--- src/rtl/sg_capture.sv ---
// Sink for the SG req/rdy/dat sample stream: a start pulse arms capture of
// CAPTURE_LEN samples into a FIFO that downstream logic drains on a read port.
module sg_capture #(
    parameter int DATA_W      = 16,
    parameter int DEPTH       = 16,
    parameter int ADDR_W      = 4,
    parameter int CAPTURE_LEN = 256
) (
    input  logic              clk,
    input  logic              rst,
    input  logic              start,
    input  logic              req,
    input  logic [DATA_W-1:0] dat,
    output logic              rdy,
    input  logic              rd_en,
    output logic [DATA_W-1:0] rd_data,
    output logic              rd_valid,
    output logic              empty,
    output logic              full,
    output logic [ADDR_W:0]   level,
    output logic              busy,
    output logic              done,
    output logic [15:0]       stall_cnt
);

    typedef enum logic [1:0] {
        S_IDLE,
        S_CAPTURE,
        S_DONE
    } state_t;

    localparam logic [ADDR_W:0] LP_DEPTH = (ADDR_W + 1)'(DEPTH);
    localparam logic [15:0]     LP_LAST  = 16'(CAPTURE_LEN - 1);

    state_t            r_state;
    state_t            w_state_next;
    logic [DATA_W-1:0] r_mem [DEPTH];
    logic [ADDR_W-1:0] r_wr_ptr;
    logic [ADDR_W-1:0] r_rd_ptr;
    logic [ADDR_W:0]   r_level;
    logic [15:0]       r_count;
    logic [15:0]       r_stall;
    logic [DATA_W-1:0] r_rd_data;
    logic              r_rd_valid;
    logic              w_full;
    logic              w_empty;
    logic              w_clear;
    logic              w_wr;
    logic              w_rd;
    logic              w_last;

    assign w_full  = (r_level == LP_DEPTH);
    assign w_empty = (r_level == '0);
    // rdy depends on registered state only, so req never feeds back into rdy
    assign rdy     = (r_state == S_CAPTURE) && !w_full;
    assign w_clear = (r_state == S_IDLE) && start;
    assign w_wr    = req && rdy;
    assign w_rd    = rd_en && !w_empty && !w_clear;
    assign w_last  = w_wr && (r_count == LP_LAST);

    assign rd_data   = r_rd_data;
    assign rd_valid  = r_rd_valid;
    assign empty     = w_empty;
    assign full      = w_full;
    assign level     = r_level;
    assign stall_cnt = r_stall;

    always_ff @(posedge clk or negedge rst) begin
        if (!rst) begin
            r_state <= S_IDLE;
        end else begin
            r_state <= w_state_next;
        end
    end

    always_comb begin
        w_state_next = r_state;
        busy         = 1'b0;
        done         = 1'b0;
        case (r_state)
            S_IDLE: begin
                if (start) begin
                    w_state_next = S_CAPTURE;
                end
            end
            S_CAPTURE: begin
                busy = 1'b1;
                if (w_last) begin
                    w_state_next = S_DONE;
                end
            end
            S_DONE: begin
                done         = 1'b1;
                w_state_next = S_IDLE;
            end
            default: w_state_next = S_IDLE;
        endcase
    end

    // A new start discards whatever the previous capture left in the FIFO
    always_ff @(posedge clk or negedge rst) begin
        if (!rst) begin
            r_wr_ptr <= '0;
            r_rd_ptr <= '0;
            r_level  <= '0;
            r_count  <= '0;
            r_stall  <= '0;
        end else if (w_clear) begin
            r_wr_ptr <= '0;
            r_rd_ptr <= '0;
            r_level  <= '0;
            r_count  <= '0;
            r_stall  <= '0;
        end else begin
            if (w_wr) begin
                r_wr_ptr <= r_wr_ptr + 1'b1;
                r_count  <= r_count + 16'd1;
            end
            if (w_rd) begin
                r_rd_ptr <= r_rd_ptr + 1'b1;
            end
            case ({w_wr, w_rd})
                2'b10:   r_level <= r_level + 1'b1;
                2'b01:   r_level <= r_level - 1'b1;
                default: r_level <= r_level;
            endcase
            if ((r_state == S_CAPTURE) && req && !rdy && (r_stall != 16'hFFFF)) begin
                r_stall <= r_stall + 16'd1;
            end
        end
    end

    always_ff @(posedge clk or negedge rst) begin
        if (!rst) begin
            r_rd_valid <= 1'b0;
            r_rd_data  <= '0;
        end else begin
            r_rd_valid <= w_rd;
            if (w_rd) begin
                r_rd_data <= r_mem[r_rd_ptr];
            end
        end
    end

    always_ff @(posedge clk) begin
        if (w_wr) begin
            r_mem[r_wr_ptr] <= dat;
        end
    end

endmodule
--- config.mk ---
export PLATFORM = sky130hd
export DESIGN_NAME = sg_capture
export DESIGN_NICKNAME = d
export VERILOG_FILES = /design/src/rtl/sg_capture.sv
export SDC_FILE = /design/constraint.sdc
export NUM_CORES = 1
export LEC_CHECK = 0
export CORE_MARGIN = 8
export CORE_UTILIZATION = 60
export CTS_BUF_LIST = sky130_fd_sc_hd__clkbuf_4 sky130_fd_sc_hd__clkbuf_8 sky130_fd_sc_hd__clkbuf_16
export CTS_CLUSTER_SIZE = 8
export DETAILED_ROUTE_END_ITERATION = 8
export DONT_BUFFER_PORTS = 1
export PLACE_DENSITY_LB_ADDON = 0.1
export SLEW_MARGIN = 5
export SYNTH_ARGS = -nofsm -noshare
export SYNTH_HDL_FRONTEND = slang
export SYNTH_SLANG_ARGS = --single-unit
--- constraint.sdc ---
create_clock -name clk -period 3.6 [get_ports clk]
set_clock_uncertainty 0.15 [all_clocks]
set_input_delay 0.54 -clock clk [delete_from_list [all_inputs] [get_ports clk]]
set_output_delay 0.54 -clock clk [all_outputs]
set_load 0.1 [all_outputs]
### Word-level counts from Yosys, hierarchy flattened

Memory sizes are Yosys's and may differ from the RTL's. A register that Yosys moved wholly into a read port is not among the register bits.
Index checks and enable logic that the tools add are counted.

| word-level totals | value |
|---|---|
| flip-flop bits (word level) | 48 |
| memory bits (writable) | 256 |
| logic and storage cells | 61 |
| bits of input ports | 21 |
| memories | 1 |

| operators by class | value |
|---|---|
| equality and inequality tests | 9 |
| add/sub/neg operators | 6 |
| reduce and logical (&&, ||, !) cells | 21 |
| multiplexer cells | 17 |

Memories:

| name | words | bits a word | rd ports | clocked after memory_dff | wr ports | line | text |
|---|---|---|---|---|---|---|---|
| r_mem | 16 | 16 | 1 | 1 | 1 | 37 | `logic [DATA_W-1:0] r_mem [DEPTH];` |

Operator list:

| operator | count |
|---|---|
| $mux W16 | 4 |
| $add A16 B1 Y16 const B | 2 |
| $eq A16 B8 Y1 const B | 1 |
| $mux W4 | 4 |
| $ne A16 B16 Y1 const B | 1 |
| $pmux W5 S2 | 1 |
| $logic_and A1 B1 Y1 | 9 |
| $add A4 B1 Y4 const B | 2 |
| $reduce_bool A2 Y1 | 3 |
| $add A5 B1 Y5 const B | 1 |
| $eq A5 B5 Y1 const B | 1 |
| $logic_not A1 Y1 | 5 |
| $logic_not A5 Y1 | 1 |
| $mux W5 | 1 |
| $sub A5 B1 Y5 const B | 1 |
| $eq A2 B1 Y1 const B | 2 |
| $eq A2 B2 Y1 const B | 2 |
| $mux W1 | 4 |
| $mux W2 | 2 |
| $ne A2 B2 Y1 const B | 2 |
| $pmux W2 S2 | 1 |
| $reduce_bool A3 Y1 | 1 |
| $logic_not A2 Y1 | 1 |
| $reduce_and A2 Y1 | 1 |

### Logic depth before layout (Yosys ltp)

| logic depth | value |
|---|---|
| depth in word-level cells | 8 |
| gate-level depth with buffers | 11 |
| gate-level depth less buffers | 9 |

### Worst setup path before layout

OpenSTA, ideal clock, no wires.

| path | value |
|---|---|
| path kind | reg-to-output |
| from | reg r_level[1] (netlist: level[1]) |
| to | out rdy |
| cell stages (with the launch flop) | 5 |
| buffers on the path | 1 |
| path slack | -919 ps |
| arrival | 3829 ps |
| cell sequence | dfrtp_1 > or4_1 > buf_2 > nor2_1 > nor2_1 |

| between the ends | value |
|---|---|
| word-level cells in the longest chain between the ends | 3 |

Ends and longest elaborated chain:

| what | line | text |
|---|---|---|
| start, declared | 40 | `logic [ADDR_W:0] r_level;` |
| start signal, assigned | 123 | `2'b10: r_level <= r_level + 1'b1;` |
| start signal, assigned | 124 | `2'b01: r_level <= r_level - 1'b1;` |
| start signal, assigned | 125 | `default: r_level <= r_level;` |
| $eq A5 B5 Y1 | 52 | `assign w_full = (r_level == LP_DEPTH);` |
| via full | 19 | `output logic full,` |
| $logic_not A1 Y1 | 55 | `assign rdy = (r_state == S_CAPTURE) && !w_full;` |
| $logic_and A1 B1 Y1 | 55 |  |
| end, declared | 14 | `output logic rdy,` |

The timed path passes the listed nets, and every way through them passes these cells.

### Final worst setup path

| path | value |
|---|---|
| from | reg r_level[1] (netlist: level[1]) |
| to | reg r_level[4] (netlist: level[4]) |

| between the ends | value |
|---|---|
| word-level cells in the longest chain between the ends | 7 |
| elaborated cells on any way between the ends | 15 |
| classes of those cells | add/sub (2); eq/ne (3); mux (2); reduce/logical (8) |

Ends and longest elaborated chain:

| what | line | text |
|---|---|---|
| $eq A5 B5 Y1 / $logic_not A5 Y1 (equally long branches) | 52, 53 |  |
| $logic_not A1 Y1 (on tied branches) | 55, 58 |  |
| $logic_and A1 B1 Y1 (on tied branches) | 55, 58 |  |
| $logic_and A1 B1 Y1 (on tied branches) | 57, 58 |  |
| $eq A2 B1 Y1 / $eq A2 B2 Y1 (equally long branches) | 122 | `case ({w_wr, w_rd})` |
| $pmux W5 S2 | 122 |  |
| $mux W5 | 108 | `end else if (w_clear) begin` |

Parallel ways exist; a longest one is shown, timed or not.
A chain may end at the register's enable or synchronous reset.

==> metrics.csv <==
metric;value;unit
yosys_register_bits;320;
vias;7395;
required;3890;ps
first_global_vias;7617;
cts_hold_buf;18;
worstHoldPathCells;3;
critPathLaunchType;flop;
drive_above_1_share;0.281;
postPlaceCellArea;13700;µm²
yosys_warnings;0;
setup_viol;0;
drv_cap;0;
reg2reg_slack;460;ps
clk_pin_slew;50;ps
numCtsBuffers;45;
grt_usage;0.227;
antenna_left;0;
relSlewSlack;0.227;
r2r_end;level[4]$_DFFE_PN0P_;
fin_setup_tns;0;ps
cts_tree;done;
slowest_delay;580;ps
synth_mux_area_frac;0.130;
cp_slowest_cell;or4_1;
cp_num_buf_inv;1;
dr.pass1.iters;5;
nets;856;
drc;0;
synthAdderAreaFrac;0.0111;
hold_violations;0;
syn_area_per_cell;17.4;µm²
path_cells;or4_1 > o21ai_0 > nand2_1 > inv_1 > ha_1 > nor2b_1 > o22a_1 > or4_1 > a31oi_1;
power_leakage;5.31;nW
synth-seq-area-share;0.710;
grt_max_degree;65;
status;finished, final reports clean;
synth_ff_type;edfxtp_1;
die_w;164;µm
slew_viol_final;0;
r2r_cells;9;
syn_area;13100;µm²
fmax;0.318;GHz
drt_first_iter_violations;623;
avgRoutedWirePerCell;25.9;µm
htree_levels;2;
design_area;15400;µm²
fin_crit;3140;ps
num_io_pins;64;
fillers;1366;
async_reset_ff_frac;0.200;
start_util;0.605;
dieHeight;164;µm
r2r-start;level[1]$_DFFE_PN0P_;
path_common_cell;or4_1;
avgViaCountPerCell;6.49;
worst_slew_pin_slew;1150;ps
finalCritPeriodShare;0.873;
gp_congestion;0.877;
critical_path.top_delay_family;simple AND/OR/NAND/NOR gates;
rows;54;
final_cell_mix;edfxtp_1, mux4_2, dfrtp_1;
power.density;842;nW/µm²
n_antenna_cell;0;
critPathKind;reg2reg;
synth_fp_nets;782;
hpwl;17400;µm
clock_latency;530;ps
final_common_cell;edfxtp_1;
ctsLongestPathBuffers;3;
die-area;26800;µm²
arrival;3430;ps
syn_to_final_growth;17.6;%
post_cts_buffers;0;
crit_path_end_kind;flop;
synth-compound-area-share;0.0609;
peakVddDrop;0.575;mV
wirelength;29500;µm
cts.root.buffer_cell;clkbuf_16;
syn_inst;750;
min_path_type;in2reg;
holdPathEnd;level[4]$_DFFE_PN0P_;
grt_pass1_wl;45100;µm
grt_setup_unrepaired;no;
path_max_fanout;6;
synth-edff-count;256;
synthXorXnorAreaFrac;0.00603;
hp-start;rd_en;
synth_top_family_by_area;multiplexers;
synth-simple-area-share;0.0641;
clock_sinks;320;
core-area;21600;µm²
startpoint;level[1]$_DFFE_PN0P_;
grt.overflow.total;0;
antenna_found_initial;0;
synth_cell_types;54;
cts_resized;0;
io_buffer_count;0;
[worst register-to-register path, delay by kind of cell (launching register included)]
family                   cells  cell delay (ps)
AND/OR/NAND/NOR              4             1390
adder cells (fa/ha/maj)      1              270
AO/OA/AOI/OAI                3              680
buffers and inverters        1              140
flip-flops                   1              440
[power by group]
group / switching (mW) / internal (mW) / total (mW)
sequential: 1.05 / 4.51 / 5.56
combinational: 1.85 / 1.40 / 3.25
clock: 1.48 / 2.66 / 4.13
[final cells by class]
type | instances | area (µm²) | area share
clock buffers | 81 | 1410 | 0.0920
inverters | 13 | 48.8 | 0.00317
multi-input cells | 375 | 3600 | 0.234
clock inverters | 2 | 36.3 | 0.00236
flip-flops and latches | 320 | 9300 | 0.605
well taps | 280 | 350 | 0.0228
repair buffers | 69 | 618 | 0.0402
[registers in the layout, summed over array words and instances, names as in the netlist]
| name | count |
|---|---|
| r_state | 2 |
| level | 5 |
| r_wr_ptr | 4 |
| r_count | 16 |
| stall_cnt | 16 |
| rd_data | 16 |
| r_mem | 256 |
| rd_valid | 1 |
| r_rd_ptr | 4 |
[worst max-delay path by stage]
stage                                      end  cells after the start  slack [ps]
after floorplan                            rdy                      4           6
after global placement    level[4]$_DFFE_PN0P_                      9         590
after detailed placement  level[4]$_DFFE_PN0P_                      9         500
after CTS                 level[4]$_DFFE_PN0P_                      9         470
after global routing      level[4]$_DFFE_PN0P_                      9         250
final                     level[4]$_DFFE_PN0P_                      9         460
[synthesized netlist by cell type (all sizes together), types with 6 or more instances]
cell    number  share of area
mux4        64           0.11
nand3       15         0.0057
a21oi       43          0.017
edfxtp     256           0.59
mux2        19          0.016
nor2        17         0.0049
o31ai       13         0.0075
ha          10         0.0096
o22ai       32          0.015
nor4         9         0.0055
or4         14         0.0080
or3          8         0.0038
buf         22         0.0082
o21ai       15         0.0057
clkbuf      20         0.0057
nand2       23         0.0066
nand4       12         0.0069
xnor2        6         0.0040
dfrtp       64           0.12
inv         13         0.0037
and2        15         0.0072
[layer usage]
layer	vias to the layer above	GRT usage	routed length, µm
met5	-	0	0
met4	0	0.0967	1130
met3	69	0.0484	2170
met2	307	0.374	14500
met1	3808	0.288	11700
li1	3211	-	-
[cells by family (layout without fill, tap and decap cells)]
family	Yosys count	count (layout)
fa+ha+maj	11	11
xor+xnor	9	9
simple gates	141	141
mux	87	87
buf+inv	55	165
flops	320	320
compound gates	127	127
[metrics by stage]
stage / util / hold slack (ps) / instances / setup slack [ps] / power (mW)
global route: 0.711 / 175 / 1140 / 249 / 13.4
floorplan: - / 94.4 / 750 / 5.95 / 7.88
CTS: 0.711 / 143 / 1140 / 465 / 13.0
detailed placement: 0.635 / 96.7 / 1039 / 503 / 8.79
finish: 0.711 / 154 / 1140 / 459 / 12.9
global placement: 0.635 / 96.7 / 1039 / 593 / 8.70
Power figures use the tool's default switching activity.
